$ cat config.mk
export PLATFORM = sky130hd
export DESIGN_NAME = disp7seg_reloj_flat
export DESIGN_NICKNAME = d
export VERILOG_FILES = /design/src/rtl/disp7seg_reloj_if.sv /design/src/rtl/disp7seg_reloj.sv /design/src/flat_wrapper.sv
export SDC_FILE = /design/constraint.sdc
export NUM_CORES = 1
export LEC_CHECK = 0
export ABC_AREA = 1
export ABC_CLOCK_PERIOD_IN_PS = 5370
export BUFFER_PORTS_ARGS = -buffer_cell sky130_fd_sc_hd__buf_2
export CAP_MARGIN = 30
export CORE_MARGIN = 5
export CORE_UTILIZATION = 55
export CTS_BUF_LIST = sky130_fd_sc_hd__clkbuf_2 sky130_fd_sc_hd__clkbuf_4 sky130_fd_sc_hd__clkbuf_8
export DETAILED_ROUTE_END_ITERATION = 7
export PLACE_DENSITY = 0.84
export SLEW_MARGIN = 20
export SYNTH_ARGS = -nofsm -noshare
export SYNTH_HDL_FRONTEND = slang
export SYNTH_SLANG_ARGS = --single-unit
$ cat constraint.sdc
create_clock -name clk -period 5.37 [get_ports clk]
set_input_delay 0 -clock clk [delete_from_list [all_inputs] [get_ports clk]]
set_output_delay 0 -clock clk [all_outputs]
set_load 0.02 [all_outputs]
$ cat src/rtl/disp7seg_reloj_if.sv
// Digit inputs and display outputs of the multiplexed 7-segment driver.
// The clock state machine is the master; the display driver is the slave.
interface disp7seg_reloj_if;
  logic [3:0] e0;
  logic [3:0] e1;
  logic [3:0] e2;
  logic [3:0] e3;
  logic       blank_lz;
  logic       tick_half;
  logic [6:0] seg;
  logic [3:0] an;
  logic       dp;
  logic       frame;

  modport master (
    output e0, e1, e2, e3, blank_lz, tick_half,
    input  seg, an, dp, frame
  );

  modport slave (
    input  e0, e1, e2, e3, blank_lz, tick_half,
    output seg, an, dp, frame
  );
endinterface

$ cat src/rtl/disp7seg_reloj.sv
// Four-digit multiplexed common-anode 7-segment driver with per-frame digit snapshot,
// leading-zero blanking, blinking colon and frame-start pulse. All outputs registered.
module disp7seg_reloj #(
  parameter int unsigned REFRESH_DIV = 50000,
  parameter int unsigned BLANK_CYC   = 16
) (
  input  logic            clk,
  input  logic            rst,
  disp7seg_reloj_if.slave disp_io
);

  localparam int unsigned CntW = (REFRESH_DIV > 1) ? $clog2(REFRESH_DIV) : 1;
  localparam logic [CntW-1:0] CntMax   = CntW'(REFRESH_DIV - 1);
  localparam logic [CntW-1:0] BlankCyc = CntW'(BLANK_CYC);

  // Active-low {g,f,e,d,c,b,a}; anything that is not valid BCD shows a dash.
  function automatic logic [6:0] dec7(input logic [3:0] d);
    logic [6:0] p;
    case (d)
      4'd0:    p = 7'h40;
      4'd1:    p = 7'h79;
      4'd2:    p = 7'h24;
      4'd3:    p = 7'h30;
      4'd4:    p = 7'h19;
      4'd5:    p = 7'h12;
      4'd6:    p = 7'h02;
      4'd7:    p = 7'h78;
      4'd8:    p = 7'h00;
      4'd9:    p = 7'h10;
      default: p = 7'h3F;
    endcase
    return p;
  endfunction

  logic [CntW-1:0] div_cnt_q, div_cnt_d;
  logic [1:0]      idx_q, idx_d;
  logic [3:0][3:0] s_q, s_d;
  logic            colon_q, colon_d;
  logic [6:0]      seg_q, seg_d;
  logic [3:0]      an_q, an_d;
  logic            dp_q, dp_d;
  logic            frame_q, frame_d;

  logic snap;
  logic wrap;
  logic lz_blank;

  always_comb begin
    snap      = (idx_q == 2'd0) && (div_cnt_q == '0);
    wrap      = (div_cnt_q == CntMax);
    div_cnt_d = wrap ? '0 : div_cnt_q + 1'b1;
    idx_d     = idx_q + {1'b0, wrap};

    s_d = s_q;
    if (snap) begin
      s_d = {disp_io.e3, disp_io.e2, disp_io.e1, disp_io.e0};
    end

    colon_d = colon_q ^ disp_io.tick_half;

    // Outputs use next-state shadows so the freshly loaded digit 0 shows with the frame pulse.
    seg_d    = dec7(s_d[idx_q]);
    lz_blank = (idx_q == 2'd3) && disp_io.blank_lz && (s_d[3] == 4'd0);
    an_d     = 4'hF;
    if ((div_cnt_q >= BlankCyc) && !lz_blank) begin
      an_d = ~(4'b0001 << idx_q);
    end
    dp_d    = !((idx_q == 2'd2) && colon_q && !an_d[2]);
    frame_d = snap;
  end

  always_ff @(posedge clk) begin
    if (rst) begin
      div_cnt_q <= '0;
      idx_q     <= 2'd0;
      s_q       <= '0;
      colon_q   <= 1'b0;
      seg_q     <= 7'h7F;
      an_q      <= 4'hF;
      dp_q      <= 1'b1;
      frame_q   <= 1'b0;
    end else begin
      div_cnt_q <= div_cnt_d;
      idx_q     <= idx_d;
      s_q       <= s_d;
      colon_q   <= colon_d;
      seg_q     <= seg_d;
      an_q      <= an_d;
      dp_q      <= dp_d;
      frame_q   <= frame_d;
    end
  end

  assign disp_io.seg   = seg_q;
  assign disp_io.an    = an_q;
  assign disp_io.dp    = dp_q;
  assign disp_io.frame = frame_q;

endmodule

$ cat src/flat_wrapper.sv
// flat-port wrapper written by rule: the top's interface ports become plain ports
module disp7seg_reloj_flat 
#(
  parameter int unsigned REFRESH_DIV = 50000,
  parameter int unsigned BLANK_CYC   = 16
)
  (clk, rst, disp_io_e0, disp_io_e1, disp_io_e2, disp_io_e3, disp_io_blank_lz, disp_io_tick_half, disp_io_seg, disp_io_an, disp_io_dp, disp_io_frame);
  disp7seg_reloj_if disp_io_i ();
  input  logic clk;
  input  logic rst;
  input wire logic [$bits(disp_io_i.e0)-1:0] disp_io_e0;
  input wire logic [$bits(disp_io_i.e1)-1:0] disp_io_e1;
  input wire logic [$bits(disp_io_i.e2)-1:0] disp_io_e2;
  input wire logic [$bits(disp_io_i.e3)-1:0] disp_io_e3;
  input wire logic [$bits(disp_io_i.blank_lz)-1:0] disp_io_blank_lz;
  input wire logic [$bits(disp_io_i.tick_half)-1:0] disp_io_tick_half;
  output wire logic [$bits(disp_io_i.seg)-1:0] disp_io_seg;
  output wire logic [$bits(disp_io_i.an)-1:0] disp_io_an;
  output wire logic [$bits(disp_io_i.dp)-1:0] disp_io_dp;
  output wire logic [$bits(disp_io_i.frame)-1:0] disp_io_frame;
  assign disp_io_i.e0 = disp_io_e0;
  assign disp_io_i.e1 = disp_io_e1;
  assign disp_io_i.e2 = disp_io_e2;
  assign disp_io_i.e3 = disp_io_e3;
  assign disp_io_i.blank_lz = disp_io_blank_lz;
  assign disp_io_i.tick_half = disp_io_tick_half;
  assign disp_io_seg = disp_io_i.seg;
  assign disp_io_an = disp_io_i.an;
  assign disp_io_dp = disp_io_i.dp;
  assign disp_io_frame = disp_io_i.frame;
  disp7seg_reloj #(.REFRESH_DIV(REFRESH_DIV), .BLANK_CYC(BLANK_CYC)) u_core (.clk(clk), .rst(rst), .disp_io(disp_io_i));
endmodule
==> Yosys cells after proc, flatten, opt, wreduce, memory -nomap -nowiden <==
Memories as Yosys holds them, arrays and structs flattened. A register that Yosys moved wholly into a read port is not among the register bits.
Index checks and enable logic that the tools add are counted.
{ "classes": {"n_mux": 4, "n_lt_le_gt_ge": 2, "n_bitwise": 3, "reduce_logical": 14, "add_sub_neg": 2, "eq_ne": 3, "shifts": 1} }
{ "op_table": {"columns": ["op", "n"], "rows": [
  ["$add 16x1->16 const B", 1],
  ["$eq 16x16->1 const B", 1],
  ["$ge 16x5->1 const B", 1],
  ["$logic_not 16->1", 1],
  ["$mux 16", 1],
  ["$bmux 4 s2", 1],
  ["$logic_and 1x1->1", 6],
  ["$eq 2x2->1 const B", 2],
  ["$logic_not 4->1", 1],
  ["$mux 4", 1],
  ["$not 4->4", 1],
  ["$reduce_or 2->1", 2],
  ["$shl 1x2->4 const A", 1],
  ["$logic_not 1->1", 3],
  ["$lt 2x3->1 const B", 1],
  ["$mux 3", 1],
  ["$add 2x1->2", 1],
  ["$logic_not 2->1", 1],
  ["$not 1->1", 1],
  ["$xor 1x1->1", 1]
]} }
{ "totals": {"rom_bits": 112, "elab_cells": 41, "out_inout_bits": 13, "input_bits": 20, "memories": 1, "ff_bits": 41} }
{ "memory_table": {"columns": ["memory", "depth", "width", "read_ports", "rd_ports_with_merged_regs", "wr", "line_no", "source"], "rows": [
  ["(no name shown)", 16, 7, 1, 1, 0, "disp7seg_reloj.sv:19", "case (d)"]
]} }

==> Depth between registers and ports, before layout <==
{ "logic_depth": {"ltp_word": 11, "ltp_mapped": 17, "mapped_depth_nobuf": 16} }

==> Worst setup path before layout <==
No wires, ideal clock.
{ "synth_timing": {"path_type": "reg2reg", "start": "register u_core.div_cnt_q[0]", "end": "register u_core.seg_q[0], in the netlist u_core.disp_io.seg[0]", "setup_ns": 0.120, "synth_period_minus_slack_ns": 2.112, "path_stages_with_launch": 18, "arrival_time_ns": 1.992, "required_time_ns": 5.250, "setup_slack_ns": 3.258, "path_buffers": 1, "cell_sequence": "dfxtp_1 > inv_1 > ha_1 > nand2_2 > nor2_8 > nand3_4 > buf_2 > nand2_1 > o21ai_1 > nand2_1 > nand2_1 > nor2_1 > inv_1 > ha_1 > inv_1 > nand2_1 > nand3_1 > nand2_1"} }
{ "synth_via": {"elab_chain_len": 5} }
{ "synth_lines": {"columns": ["item", "line_no", "source"], "rows": [
  ["start, declared", "disp7seg_reloj.sv:35", "logic [CntW-1:0] div_cnt_q, div_cnt_d;"],
  ["start signal, assigned", "disp7seg_reloj.sv:83", "div_cnt_q <= div_cnt_d;"],
  ["$logic_not 16->1", "disp7seg_reloj.sv:49", "snap = (idx_q == 2'd0) && (div_cnt_q == '0);"],
  ["$logic_and 1x1->1", "disp7seg_reloj.sv:49", null],
  ["$mux 16", "disp7seg_reloj.sv:55", "if (snap) begin"],
  ["$bmux 4 s2", "disp7seg_reloj.sv:62", "seg_d = dec7(s_d[idx_q]);"],
  ["$mux 4 (implied by the code)", "disp7seg_reloj.sv:62", null],
  ["end, declared", "disp7seg_reloj.sv:39", "logic [6:0] seg_q, seg_d;"]
]} }
No other way between the ends. The select of a mux whose other input is x is not followed.
A chain may end at the register's enable or synchronous reset.

==> Worst setup path in the final report <==
{ "layout_timing": {"start": "register u_core.div_cnt_q[6]", "end": "register u_core.seg_q[0], in the netlist u_core.disp_io.seg[0]"} }
The elaborated chain is that of the path after synthesis.

==> qor.csv <==
metric;value;unit
status;finished, final reports clean;
startpoint_type;register;
wl_met3;239;um
design_area;0.00260;mm^2
worst_path_most_repeated_cell;nand2_1;
route.detailed.drc;0;
ios;33;
p_total;0.758;mW
synth_top_family_by_area;simple AND/OR/NAND/NOR gates;
cp-startpoint;u_core.div_cnt_q[6]$_SDFF_PP0_;
p_leak;1.28;nW
final_common_cell;nand2_1;
multi_input_area;0.00110;mm^2
synth-simple-area-share;34.3;%
synth.area.mux_share;0;%
instances_no_fill;405;
core-area;0.00403;mm^2
die_h;74.6;um
postSynthCellCount;321;
grt_max_degree;26;
final_cell_mix;nand2_1 (84), dfxtp_1 (48), inv_1 (39), nor2_1 (35), buf_2 (32);
drt-total-wl;4.37;mm
ff2ff_setup_slack;2560;ps
synth-edff-count;0;
syn_avg_cell_area;7.16;um^2
worstReg2RegStart;u_core.div_cnt_q[6]$_SDFF_PP0_;
portBuffers;32;
dieArea;0.00557;mm^2
grt.overflow.total;0;
max_freq;0.356;GHz
cap_violations;0;
cts-root-buf;clkbuf_8;
grt_antenna_before_repair;0;
wl_met2;2.19;mm
cts_tree;yes;
final_nets;383;
powerDensity;291;mW/mm^2
synth-compound-area-share;6.92;%
synth.cell_area;0.00230;mm^2
ant_nets;0;
yosys.cell_types.count;30;
clk_pin_slew;80;ps
p_sw;0.213;mW
ys_seq_elements;48;
vdd_drop_max;0.000225;V
hold_slack;11.1;ps
holdCritPathClass;primary input to register;
hpwl;3.19;mm
syn-num-nets;350;
grt_pass1_wl;7.49;mm
yosysWarnings;0;
hp-start;disp_io_e0[1];
slowest_stage;nor2_1;
dr_total_vias;2014;
pwr-share-clk;30.1;%
worstSetupEndpoint;u_core.disp_io.seg[0]$_SDFF_PP1_;
synthAdderAreaFrac;4.90;%
dp_slack;2630;ps
clock_skew;5.25;ps
hold_viol;0;
internal_power;0.545;mW
start_util;57.0;%
cp_max_fo;25;
r2r_cells;15;
n_fill_cell;374;
cts.path.max_buffers;2;
track_usage;17.4;%
p_comb_share;18.8;%
end_kind;register;
htree_num_levels;2;
fin_ws;2560;ps
fin_setup_tns;0;ps
worst_slew_pin_slew;726;ps
synthXorXnorAreaFrac;1.91;%
firstDrtPassIters;4;
m1WireLength;1.85;mm
seq_area_frac_synth;41.8;%
switching_share;28.0;%
drive_gt1_share;18.9;%
placed_cell_area;0.00247;mm^2
routedWlPerCell;10.8;um
async_reset_ff_share;0;%
cp_cell_sequence;inv_2 -> nand2_1 -> nor2_1 -> nand3_4 -> nand2_1 -> o21ai_1 -> nand2_1 -> nand2_1 -> nor2_1 -> inv_1 -> ha_1 -> inv_1 -> nand2_1 -> nand3_1 -> nand2_1;
p_seq_share;51.1;%
grt_pass1_vias;1855;
slew_headroom;51.4;%
cts_inserted_buffers;5;
placed_cells;394;
setup_viol;0;
worst-setup-path-type;register to register;
place_congestion;0.809;
areaGrowthSynthToFinish;13.2;%
postCtsSetupBuffers;0;
cpPeakStageDelay;570;ps
utilization;64.6;%
drt_iter0_markers;86;
vias_per_cell;4.97;
top_layer;met4;
cts.sinks;48;
min_period_over_period;52.3;%
regArea;961;um^2
slew_violations;0;
die_w;74.6;um
timing.rr.end;u_core.disp_io.seg[0]$_SDFF_PP1_;
finalCriticalPeriod;2810;ps
worstPathArrival;3000;ps
antenna_cells;0;
rsz0062_at_grt;false;
cp.required;5570;ps
ys.flop_type;dfxtp_1;
clk_latency;300;ps
num_rows;23;
[sequential cells by signal (all words and copies together) (netlist names)]
register	count
u_core.disp_io.dp	1
u_core.disp_io.seg	7
u_core.s_q	16
u_core.colon_q	1
u_core.disp_io.an	4
u_core.div_cnt_q	16
u_core.idx_q	2
u_core.disp_io.frame	1
[kinds of logic (layout without fill, tap and decap cells)]
| kind of cell | Yosys count | count (layout) |
|---|---|---|
| buf+inv | 59 | 93 |
| xor+xnor | 5 | 5 |
| compound gates | 28 | 28 |
| fa+ha+maj | 9 | 9 |
| simple gates | 172 | 172 |
| flops | 48 | 48 |
[cells in the mapped netlist (2+ instances only)]
master,count,area (um^2)
nand2_2,6,37.5
nor2_1,35,131
o21bai_1,2,15.0
dfxtp_1,48,961
nor2_2,3,18.8
and3_1,2,12.5
ha_1,9,113
nand2_1,84,315
buf_2,4,20.0
nand4_1,11,68.8
a21oi_1,16,80.1
buf_1,2,7.51
nor3b_1,2,15.0
nor3_1,7,35.0
xnor2_1,2,17.5
inv_1,39,146
inv_2,11,41.3
clkbuf_1,2,7.51
o21ai_1,8,40.0
xor2_1,3,26.3
or2_2,2,12.5
nand3_1,15,75.1
[how the worst min path moves through the flow]
stage | endpoint | slack, ps | depth (start not counted)
2_1_floorplan | u_core.colon_q$_SDFF_PP0_ | 140 | 2
3_3_place_gp | u_core.colon_q$_SDFF_PP0_ | 250 | 3
3_5_place_dp | u_core.colon_q$_SDFF_PP0_ | 250 | 3
4_1_cts | u_core.s_q[1]$_SDFF_PP0_ | 5 | 3
5_1_grt | u_core.s_q[9]$_SDFF_PP0_ | 30 | 3
6_report | u_core.s_q[1]$_SDFF_PP0_ | 10 | 3
[metal layers]
layer	vias to the layer above	global-route usage, %
met4	0	7.71
met3	9	3.87
met5	-	0
met2	47	31.6
met1	897	19.2
li1	1061	-
[power groups by stage]
stage          clock network, mW  logic [mW]  registers [mW]
2_1_floorplan                  0      0.0965           0.408
5_1_grt                    0.252       0.163           0.390
6_report                   0.228       0.143           0.387
3_5_place_dp                   0       0.141           0.396
4_1_cts                    0.237       0.144           0.387
3_3_place_gp                   0       0.137           0.395
[final cells by class]
cell class	instances	share of cell area, %
clock buffers	8	3.75
inverters	50	7.22
multi-input cells	214	42.4
flip-flops and latches	48	36.9
well taps	50	2.41
repair buffers	35	7.31
[repair_timing]
item / CTS / global route
hold endpoints to repair: 3 / 0
hold buffers: 3 / 0
gates resized for setup: 0 / 0
[worst max-delay path, delay by kind of cell, from the launching register on]
family / cells / cell delay, ps
adder cells (fa/ha/maj): 1 / 200
flip-flops: 1 / 350
AO/OA/AOI/OAI: 1 / 100
AND/OR/NAND/NOR: 10 / 1780
buffers and inverters: 3 / 270
No activity file was read; power rests on OpenSTA's default activity.
